`config.mk`:
```
export PLATFORM = sky130hd
export DESIGN_NAME = uart_program_loader
export DESIGN_NICKNAME = d
export VERILOG_FILES = /design/src/rtl/uart_program_loader.sv
export SDC_FILE = /design/constraint.sdc
export NUM_CORES = 1
export LEC_CHECK = 0
export BUFFER_PORTS_ARGS = -buffer_cell sky130_fd_sc_hd__buf_4
export CORE_MARGIN = 10
export CORE_UTILIZATION = 60
export CTS_CLUSTER_DIAMETER = 80
export CTS_CLUSTER_SIZE = 12
export DETAILED_ROUTE_END_ITERATION = 10
export PLACE_DENSITY = 0.8
export SYNTH_ARGS = -nofsm -noshare
export SYNTH_HDL_FRONTEND = slang
export SYNTH_SLANG_ARGS = --single-unit
export TNS_END_PERCENT = 20
```
`constraint.sdc`:
```
create_clock -name clock -period 4.1 [get_ports clock]
set_clock_uncertainty 0.2 [all_clocks]
set_input_delay 0.205 -clock clock [delete_from_list [all_inputs] [get_ports clock]]
set_output_delay 0.205 -clock clock [all_outputs]
set_load 0.01 [all_outputs]
```
`src/rtl/uart_program_loader.sv`:
```
// Boot loader that receives a program image over 8N1 UART and writes it into
// the core's instruction memory through the program_in/address_in load path.
// The core is held in reset until the image has been fully written.
// Image format: 0xA5, word count N (16 bits, low byte first), then N
// little-endian 32-bit words.
// Optional build macro LOADER_CHECKSUM_EN: a trailing byte holding the
// modulo-256 sum of all data bytes is expected and verified before the
// core is released.
module uart_program_loader #(
    parameter int unsigned DataWidth  = 32,
    parameter int unsigned AddrWidth  = 10,
    parameter int unsigned ClksPerBit = 868
) (
    input  logic                 clock,
    input  logic                 reset,
    input  logic                 uart_rx,
    output logic [DataWidth-1:0] program_out,
    output logic [AddrWidth-1:0] address_out,
    output logic                 write_en,
    output logic                 core_reset,
    output logic                 load_done,
    output logic                 frame_err,
    output logic                 ovf_err,
    output logic                 chk_err
);

    localparam int unsigned CntW    = (ClksPerBit > 1) ? $clog2(ClksPerBit) : 1;
    localparam int unsigned HalfBit = ClksPerBit / 2;
    localparam int unsigned LenW    = 16;
    localparam int unsigned WcntW   = LenW + 1;
    localparam logic [7:0]  SyncByte = 8'hA5;

    typedef enum logic [1:0] {
        RX_IDLE,
        RX_START,
        RX_DATA,
        RX_STOP
    } rx_state_t;

    typedef enum logic [2:0] {
        WAIT_SYNC,
        LEN_LO,
        LEN_HI,
        DATA,
        CHECK,
        DONE
    } ld_state_t;

`ifdef LOADER_CHECKSUM_EN
    localparam ld_state_t ImageEnd = CHECK;
`else
    localparam ld_state_t ImageEnd = DONE;
`endif

    // ------------------------------------------------------------------
    // RX front end
    // ------------------------------------------------------------------
    logic rx_meta;
    logic rx_sync;
    logic rx_prev;

    rx_state_t       rx_state,   rx_state_nxt;
    logic [CntW-1:0] bit_cnt,    bit_cnt_nxt;
    logic [2:0]      bit_idx,    bit_idx_nxt;
    logic [7:0]      rx_shift,   rx_shift_nxt;
    logic            byte_valid, byte_valid_nxt;
    logic            frame_evt,  frame_evt_nxt;

    // Two-flop synchronizer plus one delayed copy for start-edge detection
    always_ff @(posedge clock or negedge reset) begin
        if (!reset) begin
            rx_meta <= 1'b1;
            rx_sync <= 1'b1;
            rx_prev <= 1'b1;
        end else begin
            rx_meta <= uart_rx;
            rx_sync <= rx_meta;
            rx_prev <= rx_sync;
        end
    end

    // Receiver state register
    always_ff @(posedge clock or negedge reset) begin
        if (!reset) begin
            rx_state   <= RX_IDLE;
            bit_cnt    <= '0;
            bit_idx    <= '0;
            rx_shift   <= '0;
            byte_valid <= 1'b0;
            frame_evt  <= 1'b0;
        end else begin
            rx_state   <= rx_state_nxt;
            bit_cnt    <= bit_cnt_nxt;
            bit_idx    <= bit_idx_nxt;
            rx_shift   <= rx_shift_nxt;
            byte_valid <= byte_valid_nxt;
            frame_evt  <= frame_evt_nxt;
        end
    end

    // Receiver next state: mid-start recheck, mid-bit data sampling, stop check
    always_comb begin
        rx_state_nxt   = rx_state;
        bit_cnt_nxt    = bit_cnt + CntW'(1);
        bit_idx_nxt    = bit_idx;
        rx_shift_nxt   = rx_shift;
        byte_valid_nxt = 1'b0;
        frame_evt_nxt  = 1'b0;
        case (rx_state)
            RX_IDLE: begin
                bit_cnt_nxt = '0;
                if (rx_prev && !rx_sync) begin
                    rx_state_nxt = RX_START;
                end
            end
            RX_START: begin
                if (bit_cnt == CntW'(HalfBit - 1)) begin
                    bit_cnt_nxt  = '0;
                    bit_idx_nxt  = '0;
                    // a line back high at mid-start is a glitch
                    rx_state_nxt = rx_sync ? RX_IDLE : RX_DATA;
                end
            end
            RX_DATA: begin
                if (bit_cnt == CntW'(ClksPerBit - 1)) begin
                    bit_cnt_nxt  = '0;
                    rx_shift_nxt = {rx_sync, rx_shift[7:1]};
                    bit_idx_nxt  = bit_idx + 3'd1;
                    if (bit_idx == 3'd7) begin
                        rx_state_nxt = RX_STOP;
                    end
                end
            end
            RX_STOP: begin
                if (bit_cnt == CntW'(ClksPerBit - 1)) begin
                    bit_cnt_nxt  = '0;
                    rx_state_nxt = RX_IDLE;
                    if (rx_sync) begin
                        byte_valid_nxt = 1'b1;
                    end else begin
                        frame_evt_nxt = 1'b1;
                    end
                end
            end
            default: rx_state_nxt = RX_IDLE;
        endcase
    end

    // ------------------------------------------------------------------
    // Image loader
    // ------------------------------------------------------------------
    ld_state_t            ld_state, ld_state_nxt;
    logic [LenW-1:0]      len,      len_nxt;
    logic [23:0]          word_lo,  word_lo_nxt;
    logic [1:0]           byte_idx, byte_idx_nxt;
    logic [WcntW-1:0]     word_cnt, word_cnt_nxt;
    logic [7:0]           cksum,    cksum_nxt;
    logic [DataWidth-1:0] program_out_nxt;
    logic [AddrWidth-1:0] address_out_nxt;
    logic                 write_en_nxt;
    logic                 core_reset_nxt;
    logic                 load_done_nxt;
    logic                 frame_err_nxt;
    logic                 ovf_err_nxt;
    logic                 chk_err_nxt;
    logic                 last_word;
    logic                 word_ovf;

    // Loader state and output registers
    always_ff @(posedge clock or negedge reset) begin
        if (!reset) begin
            ld_state    <= WAIT_SYNC;
            len         <= '0;
            word_lo     <= '0;
            byte_idx    <= '0;
            word_cnt    <= '0;
            cksum       <= '0;
            program_out <= '0;
            address_out <= '0;
            write_en    <= 1'b0;
            core_reset  <= 1'b1;
            load_done   <= 1'b0;
            frame_err   <= 1'b0;
            ovf_err     <= 1'b0;
            chk_err     <= 1'b0;
        end else begin
            ld_state    <= ld_state_nxt;
            len         <= len_nxt;
            word_lo     <= word_lo_nxt;
            byte_idx    <= byte_idx_nxt;
            word_cnt    <= word_cnt_nxt;
            cksum       <= cksum_nxt;
            program_out <= program_out_nxt;
            address_out <= address_out_nxt;
            write_en    <= write_en_nxt;
            core_reset  <= core_reset_nxt;
            load_done   <= load_done_nxt;
            frame_err   <= frame_err_nxt;
            ovf_err     <= ovf_err_nxt;
            chk_err     <= chk_err_nxt;
        end
    end

    // Loader next state: frame parsing, word assembly and write strobes
    always_comb begin
        ld_state_nxt    = ld_state;
        len_nxt         = len;
        word_lo_nxt     = word_lo;
        byte_idx_nxt    = byte_idx;
        word_cnt_nxt    = word_cnt;
        cksum_nxt       = cksum;
        program_out_nxt = program_out;
        address_out_nxt = address_out;
        write_en_nxt    = 1'b0;
        core_reset_nxt  = core_reset;
        load_done_nxt   = load_done;
        frame_err_nxt   = frame_err;
        ovf_err_nxt     = ovf_err;
        chk_err_nxt     = chk_err;
        last_word       = ((word_cnt + WcntW'(1)) == WcntW'(len));
        word_ovf        = |(word_cnt >> AddrWidth);

        // address steps the cycle after each strobe and saturates instead of wrapping
        if (write_en && (address_out != '1)) begin
            address_out_nxt = address_out + AddrWidth'(1);
        end

        if (frame_evt) begin
            frame_err_nxt = 1'b1;
            ld_state_nxt  = WAIT_SYNC;
        end else if (byte_valid) begin
            case (ld_state)
                WAIT_SYNC, DONE: begin
                    if (rx_shift == SyncByte) begin
                        ld_state_nxt    = LEN_LO;
                        core_reset_nxt  = 1'b1;
                        load_done_nxt   = 1'b0;
                        address_out_nxt = '0;
                    end
                end
                LEN_LO: begin
                    len_nxt[7:0] = rx_shift;
                    ld_state_nxt = LEN_HI;
                end
                LEN_HI: begin
                    len_nxt[15:8] = rx_shift;
                    byte_idx_nxt  = '0;
                    word_cnt_nxt  = '0;
                    cksum_nxt     = '0;
                    ld_state_nxt  = ({rx_shift, len[7:0]} == 16'h0000) ? ImageEnd : DATA;
                end
                DATA: begin
                    cksum_nxt    = cksum + rx_shift;
                    byte_idx_nxt = byte_idx + 2'd1;
                    case (byte_idx)
                        2'd0:    word_lo_nxt[7:0]   = rx_shift;
                        2'd1:    word_lo_nxt[15:8]  = rx_shift;
                        2'd2:    word_lo_nxt[23:16] = rx_shift;
                        default: begin
                            word_cnt_nxt = word_cnt + WcntW'(1);
                            if (word_ovf) begin
                                ovf_err_nxt = 1'b1;
                            end else begin
                                write_en_nxt    = 1'b1;
                                program_out_nxt = DataWidth'({rx_shift, word_lo});
                            end
                            if (last_word) begin
                                ld_state_nxt = ImageEnd;
                            end
                        end
                    endcase
                end
`ifdef LOADER_CHECKSUM_EN
                CHECK: begin
                    if (rx_shift == cksum) begin
                        ld_state_nxt = DONE;
                    end else begin
                        chk_err_nxt  = 1'b1;
                        ld_state_nxt = WAIT_SYNC;
                    end
                end
`endif
                default: ld_state_nxt = WAIT_SYNC;
            endcase
        end

        // release the core one cycle after DONE is entered, unless a new load starts
        if ((ld_state == DONE) && (ld_state_nxt == DONE)) begin
            core_reset_nxt = 1'b0;
            load_done_nxt  = 1'b1;
        end
    end

endmodule

```
# ---- Word level (Yosys, flattened, before mapping)
# Index checks and enable logic that the tools add are counted.
dict set report classes {
  bitwise_logic 3
  mul 0
  n_div 0
  mux 49
  n_eq_ne 23
  shifts 0
  n_reduce_logical 30
  n_addsub 5
  order_cmp 0
}
# operator n
set ops {}
lappend ops {{10-bit 2-to-1 mux} 7}
lappend ops {{17-bit one-hot mux with 2 select lines} 1}
lappend ops {{10-bit one-hot mux with 3 select lines} 1}
lappend ops {{3-bit 2-to-1 mux} 8}
lappend ops {{1-bit 2-to-1 mux} 21}
lappend ops {{10-bit by 1-bit adder with 10-bit output (second input constant)} 2}
lappend ops {{4-bit AND reduction} 5}
lappend ops {{17-bit by 1-bit adder with 17-bit output (second input constant)} 1}
lappend ops {{17-bit by 16-bit equality test with 1-bit output} 1}
lappend ops {{17-bit 2-to-1 mux} 1}
lappend ops {{16-bit logical NOT} 1}
lappend ops {{5-bit AND reduction} 3}
lappend ops {{2-bit 2-to-1 mux} 6}
lappend ops {{2-bit inequality test (second input constant)} 6}
lappend ops {{3-bit one-hot mux with 4 select lines} 1}
lappend ops {{3-bit AND reduction} 4}
lappend ops {{10-bit equality test (second input constant)} 1}
lappend ops {{10-bit by 9-bit equality test with 1-bit output (second input constant)} 1}
lappend ops {{10-bit inequality test (second input constant)} 1}
lappend ops {{2-bit nonzero test} 5}
lappend ops {{3-bit equality test (second input constant)} 3}
lappend ops {{8-bit equality test (second input constant)} 1}
lappend ops {{2-bit one-hot mux with 4 select lines} 1}
lappend ops {{7-bit OR reduction} 1}
lappend ops {{17 further kinds} 27}
dict set report word_totals {
  regBits 137
  in_bits 3
  mem_bits_ro 0
  latch_bits 0
  output_inout_bits 48
  mem_count 0
  mem_bits_rw 0
}

# ---- Depth between registers and ports, before layout
dict set report logic_depth {
  word_depth 11
  depth_mapped 9
}

# ---- Worst setup path after synthesis
# Ideal clock, no wire load.
dict set report synth_timing {
  kind {reg-to-reg}
  startpoint {reg word_cnt[0]}
  endpoint {reg ld_state[1]}
  t_required_ps 3781
  arrival_ps 2069
  stages_incl_launch_ff 8
  setup_time_ps 119
  slack_ps 1712
  path_cell_list {dfrtp_1 -> ha_1 -> nand3_1 -> or4_2 -> xnor2_1 -> a211oi_1 -> nand4b_1 -> o21a_1}
}
dict set report synth_via {
  elab_chain_len 7
}
# item line_no
set synth_rtl {}
lappend synth_rtl {{from (decl)} 156} ;# logic [WcntW-1:0] word_cnt, word_cnt_nxt;
lappend synth_rtl {{from (signal assigned)} 191} ;# word_cnt <= word_cnt_nxt;
lappend synth_rtl {{17-bit by 1-bit adder with 17-bit output} 220} ;# last_word = ((word_cnt + WcntW'(1)) == WcntW'(len));
lappend synth_rtl {{17-bit by 16-bit equality test with 1-bit output} 220}
lappend synth_rtl {{3-bit 2-to-1 mux} 267} ;# if (last_word) begin
lappend synth_rtl {{3-bit 2-to-1 mux} 255} ;# case (byte_idx)
lappend synth_rtl {{3-bit one-hot mux with 4 select lines} 232} ;# case (ld_state)
lappend synth_rtl {{3-bit 2-to-1 mux} 231} ;# end else if (byte_valid) begin
lappend synth_rtl {{3-bit 2-to-1 mux} 228} ;# if (frame_evt) begin
lappend synth_rtl {{net ld_state_nxt[1]} 152} ;# ld_state_t ld_state, ld_state_nxt;
lappend synth_rtl {{to (signal assigned)} 187} ;# ld_state <= ld_state_nxt;
lappend synth_rtl {{to (decl)} 152}
# The timed path passes the listed nets, and every way through them passes these cells.
# A chain may end at the register's enable or synchronous reset.

# ---- Worst setup path after layout
dict set report layout_timing {
  startpoint {reg ld_state[2]}
  endpoint {reg program_out[22]}
}
dict set report layout_via {
  elab_chain_len 2
}
# item line_no
set layout_rtl {}
lappend layout_rtl {{3-bit by 2-bit equality test with 1-bit output} 232}
lappend layout_rtl {{5-bit AND reduction (no line)} -}
lappend layout_rtl {{to (signal assigned)} 193} ;# program_out <= program_out_nxt;
lappend layout_rtl {{to (decl)} 17} ;# output logic [DataWidth-1:0] program_out,
# Every way passes these cells.

==> summary.txt <==
Timing
  – Max Fclk: 0.356 GHz
  – Tightest Pin Transition: between 900 and 1000 ps
  – RSZ-0062 raised after global routing: no
  – Portion of the clock cycle consumed by the worst path in the final layout: between 60% and 70%
  – Hold Violations, Final: 0
  – Max Slew Vio Count: 0
  – Final min period: around 2800 ps
  – Slew headroom: between 30 and 40%
  – Setup violations, final: 0
  – Summed negative setup slack over all endpoints: 0 ps

Yosys
  – Flops & latches, synth: about 140
  – Synth top area share: 52.1%
  – Top cells by area, synth: dfrtp_1, mux2_2, xnor2_1
  – Portion of the post-synthesis area used by sequential elements: about 54%
  – Number of different library cells in the post-synthesis netlist: between 60 and 70
  – Count of mapped cells out of synthesis: between 500 and 600
  – Mean area per synthesized cell: around 11 um^2
  – Number of enable flip-flop cells after synthesis: 0
  – Synth Flop Type: dfrtp_1
  – Count of synthesis-stage warnings from yosys: 0
  – Cell taking the most area after synthesis: dfrtp_1
  – Number of nets produced by synthesis: about 570
  – Share of synthesized registers carrying an async set or reset: 100%
  – Post-synthesis instance area: about 6400 um^2

Clock network
  – Buffers inserted during post-CTS setup optimization: 0
  – Bufs on Longest Clock Path: 2
  – Deepest level of the CTS H-tree: 4
  – Number of buffers inserted during clock tree synthesis: 17
  – Sink Count: roughly 140
  – CTS tree: done
  – Number of buffers added to fix hold violations after cts: 2
  – Clock transition at the registers of the reported paths: 60 ps
  – Number of cells upsized or downsized after cts: 0
  – Root buf cell: clkbuf_8
  – Clock network latency to the later pin of the worst-skew pair: between 500 and 600 ps

Worst setup path
  – Startpoint class of the critical path: flop
  – Worst Setup Path Type: flop to flop
  – Setup slack of the worst register-to-register path: 1290 ps
  – End of the worst register-to-register path: program_out[22]$_DFFE_PN0P_
  – Length in cells of the worst reg-to-reg path: 7
  – Data required time at the worst endpoint: ~4300 ps
  – Largest fanout on the critical path: 33
  – Reg-to-reg startpoint: ld_state[2]$_DFF_PN0_
  – Critical path arrival: ~3000 ps
  – Kind of end point of the critical path: flop

Power and ir drop
  – Static Leak: 0.00364 uW
  – PwrDens: between 400 and 500 nW/um^2
  – Switching fraction of total power: between 20% and 30%
  – Proportion of power drawn by combinational gates: under 10%
  – Int Pwr: ~2500 uW
  – Power share of the clock group: 52.4%
  – Part of the total power dissipated in sequential elements: roughly 45%
  – Worst IR Drop VDD: approximately 0.42 mV
  – Total net switching power: 689 uW

Placed design
  – Cell area after placement: 6830 um^2
  – HPWL Detailed: between 9000 and 10000 um
  – RePlAce Congestion: 0.895
  – Number of port buffers: between 40 and 50

Final layout
  – Area of the multi-input gates: roughly 2800 um^2
  – Fraction of final layout cells with drive strength greater than 1: between 20% and 30%
  – Area added between synthesis and finish: 17.2%
  – Area taken by flip-flops and latches: 3430 um^2
  – Diode count: 0
  – Post-layout instance area: ~7500 um^2
  – End-of-flow core utilization: between 70 and 80%
  – Most common library cell in the layout ignoring fill and taps: dfrtp_1
  – Final-layout fill cell count: between 600 and 700
  – Commonest cells after routing, fill and taps aside: dfrtp_1, mux2_2, buf_4, nor2_1, nand2_1
  – Layout net count: ~620

Routing
  – Via Count: roughly 4500
  – First DRT Iteration DRCs: between 300 and 400
  – Routed length per placed instance: between 15 and 20 um
  – Post-route DRC violation count: 0
  – Remaining antenna violation count: 0
  – Post-DR vias/cell: just under 6
  – Detailed Routing Iterations Pass 1: 5
  – Routed wire length: ~14000 um

Floorplan
  – Ports placed on the boundary: about 50
  – Die X: roughly 120 um
  – Starting utilization of the core area: between 60 and 70%
  – Area of the core: 10400 um^2
  – Die Y: 123 um
  – Die footprint: between 15000 and 20000 um^2
  – Number of rows in the core area: 37

Global route
  – Maximum number of pins on one net before global-route repair: between 100 and 150
  – First-pass GRT wire length: roughly 24000 um
  – Total global routing overflow: 0
  – Initial antenna violation count: 0
  – Number of global-route vias before repair: roughly 4600
  – All-layer global routing usage: between 10% and 20%

Hold path
  – Hold Path Depth: 2
  – Hold endpoint: rx_meta$_DFF_PN1_
  – Launch instance of the worst min-delay path: uart_rx
  – Type of the worst min-delay path: primary input to flop

Flow run
  – Maximum Capacitance Violations: 0

Run status
  – Result of the run: finished, final reports clean
## through the flow
step / setup WS [ps] / total power [uW] / cells / hold WS, ps
floorplan: 1710 / 1480 / 556 / -291
global placement: 1440 / 1520 / 719 / 116
detailed placement: 1350 / 1530 / 719 / 117
CTS: 1310 / 3170 / 753 / 107
global route: 1100 / 3260 / 753 / 124
finish: 1290 / 3160 / 753 / 126
## state kept, by name (all words and copies together) (netlist names), 2 cells and up, named ones only
register,cells
address_out,10
bit_cnt,10
bit_idx,3
byte_idx,2
ld_state,3
len,16
program_out,32
rx_shift,8
word_cnt,17
word_lo,24
## critical path, cell delays in order (launching register included)
cell,delay [ps]
dfrtp_1,490
nand4bb_1,470
nor2_4,280
nand2_1,80
buf_4,210
nor2_2,120
buf_4,390
mux2_2,410
## final cells by class
cell class / instances / area share [%]
clock buffers: 18 / 5.58
clock inverters: 14 / 2.92
inverters: 17 / 0.852
multi-input cells: 377 / 37.0
flip-flops and latches: 137 / 45.9
well taps: 136 / 2.27
repair buffers: 54 / 5.53
## power groups by stage
stage | registers, uW | clock network, uW | logic (uW)
finish | 1410 | 1660 | 95.0
global route | 1410 | 1730 | 110
CTS | 1410 | 1660 | 97.9
detailed placement | 1430 | 0 | 93.2
global placement | 1430 | 0 | 89.4
floorplan | 1430 | 0 | 53.9
## cells in the mapped netlist, types with 2 or more instances
library cell,number
ha_1,10
nor3_1,11
buf_4,7
nor2b_1,4
mux2i_1,4
xnor2_1,26
buf_1,2
nand2b_1,3
and3_1,7
a22oi_1,2
nor3b_1,4
nand3_1,19
dfstp_2,4
nand2_1,36
o21a_1,3
nor2_1,48
buf_2,6
a31oi_1,2
xor2_1,14
nor4_1,6
nor4bb_1,2
mux2_2,79
o31ai_1,4
or4_1,4
o21ai_0,35
clkbuf_1,9
inv_1,17
or2_2,3
a21oi_1,8
o2111ai_1,2
nand4_1,11
dfrtp_1,133
## cells by family after synthesis
| kind of cell | share of synthesized area [%] |
|---|---|
| adder cells (fa/ha/maj) | 1.96 |
| XOR/XNOR | 5.48 |
| AND/OR/NAND/NOR | 14.5 |
| other | 0.0587 |
| multiplexers | 14.6 |
| buffers and inverters | 3.02 |
| flip-flops | 53.8 |
| AO/OA/AOI/OAI | 6.68 |
## layer usage
layer  up-vias  share of wire [%]  global-route usage, %
met1      2208                 42                   23.8
met3        47                6.3                   6.24
met5         -                  0                      0
met2       158                 48                   31.9
li1       2060                  -                      -
met4         0                3.5                   10.4
## how the worst max path moves through the flow
stage	cells after the start	endpoint	start
2_1_floorplan	7	ld_state[1]$_DFF_PN0_	word_cnt[0]$_DFFE_PN0P_
3_3_place_gp	7	program_out[29]$_DFFE_PN0P_	ld_state[2]$_DFF_PN0_
3_5_place_dp	7	program_out[22]$_DFFE_PN0P_	ld_state[2]$_DFF_PN0_
4_1_cts	7	program_out[22]$_DFFE_PN0P_	ld_state[2]$_DFF_PN0_
5_1_grt	5	load_done$_DFFE_PN0P_	rx_shift[1]$_DFFE_PN0P_
6_report	7	program_out[22]$_DFFE_PN0P_	ld_state[2]$_DFF_PN0_
Note: power is estimated with default switching activity, not from simulation.
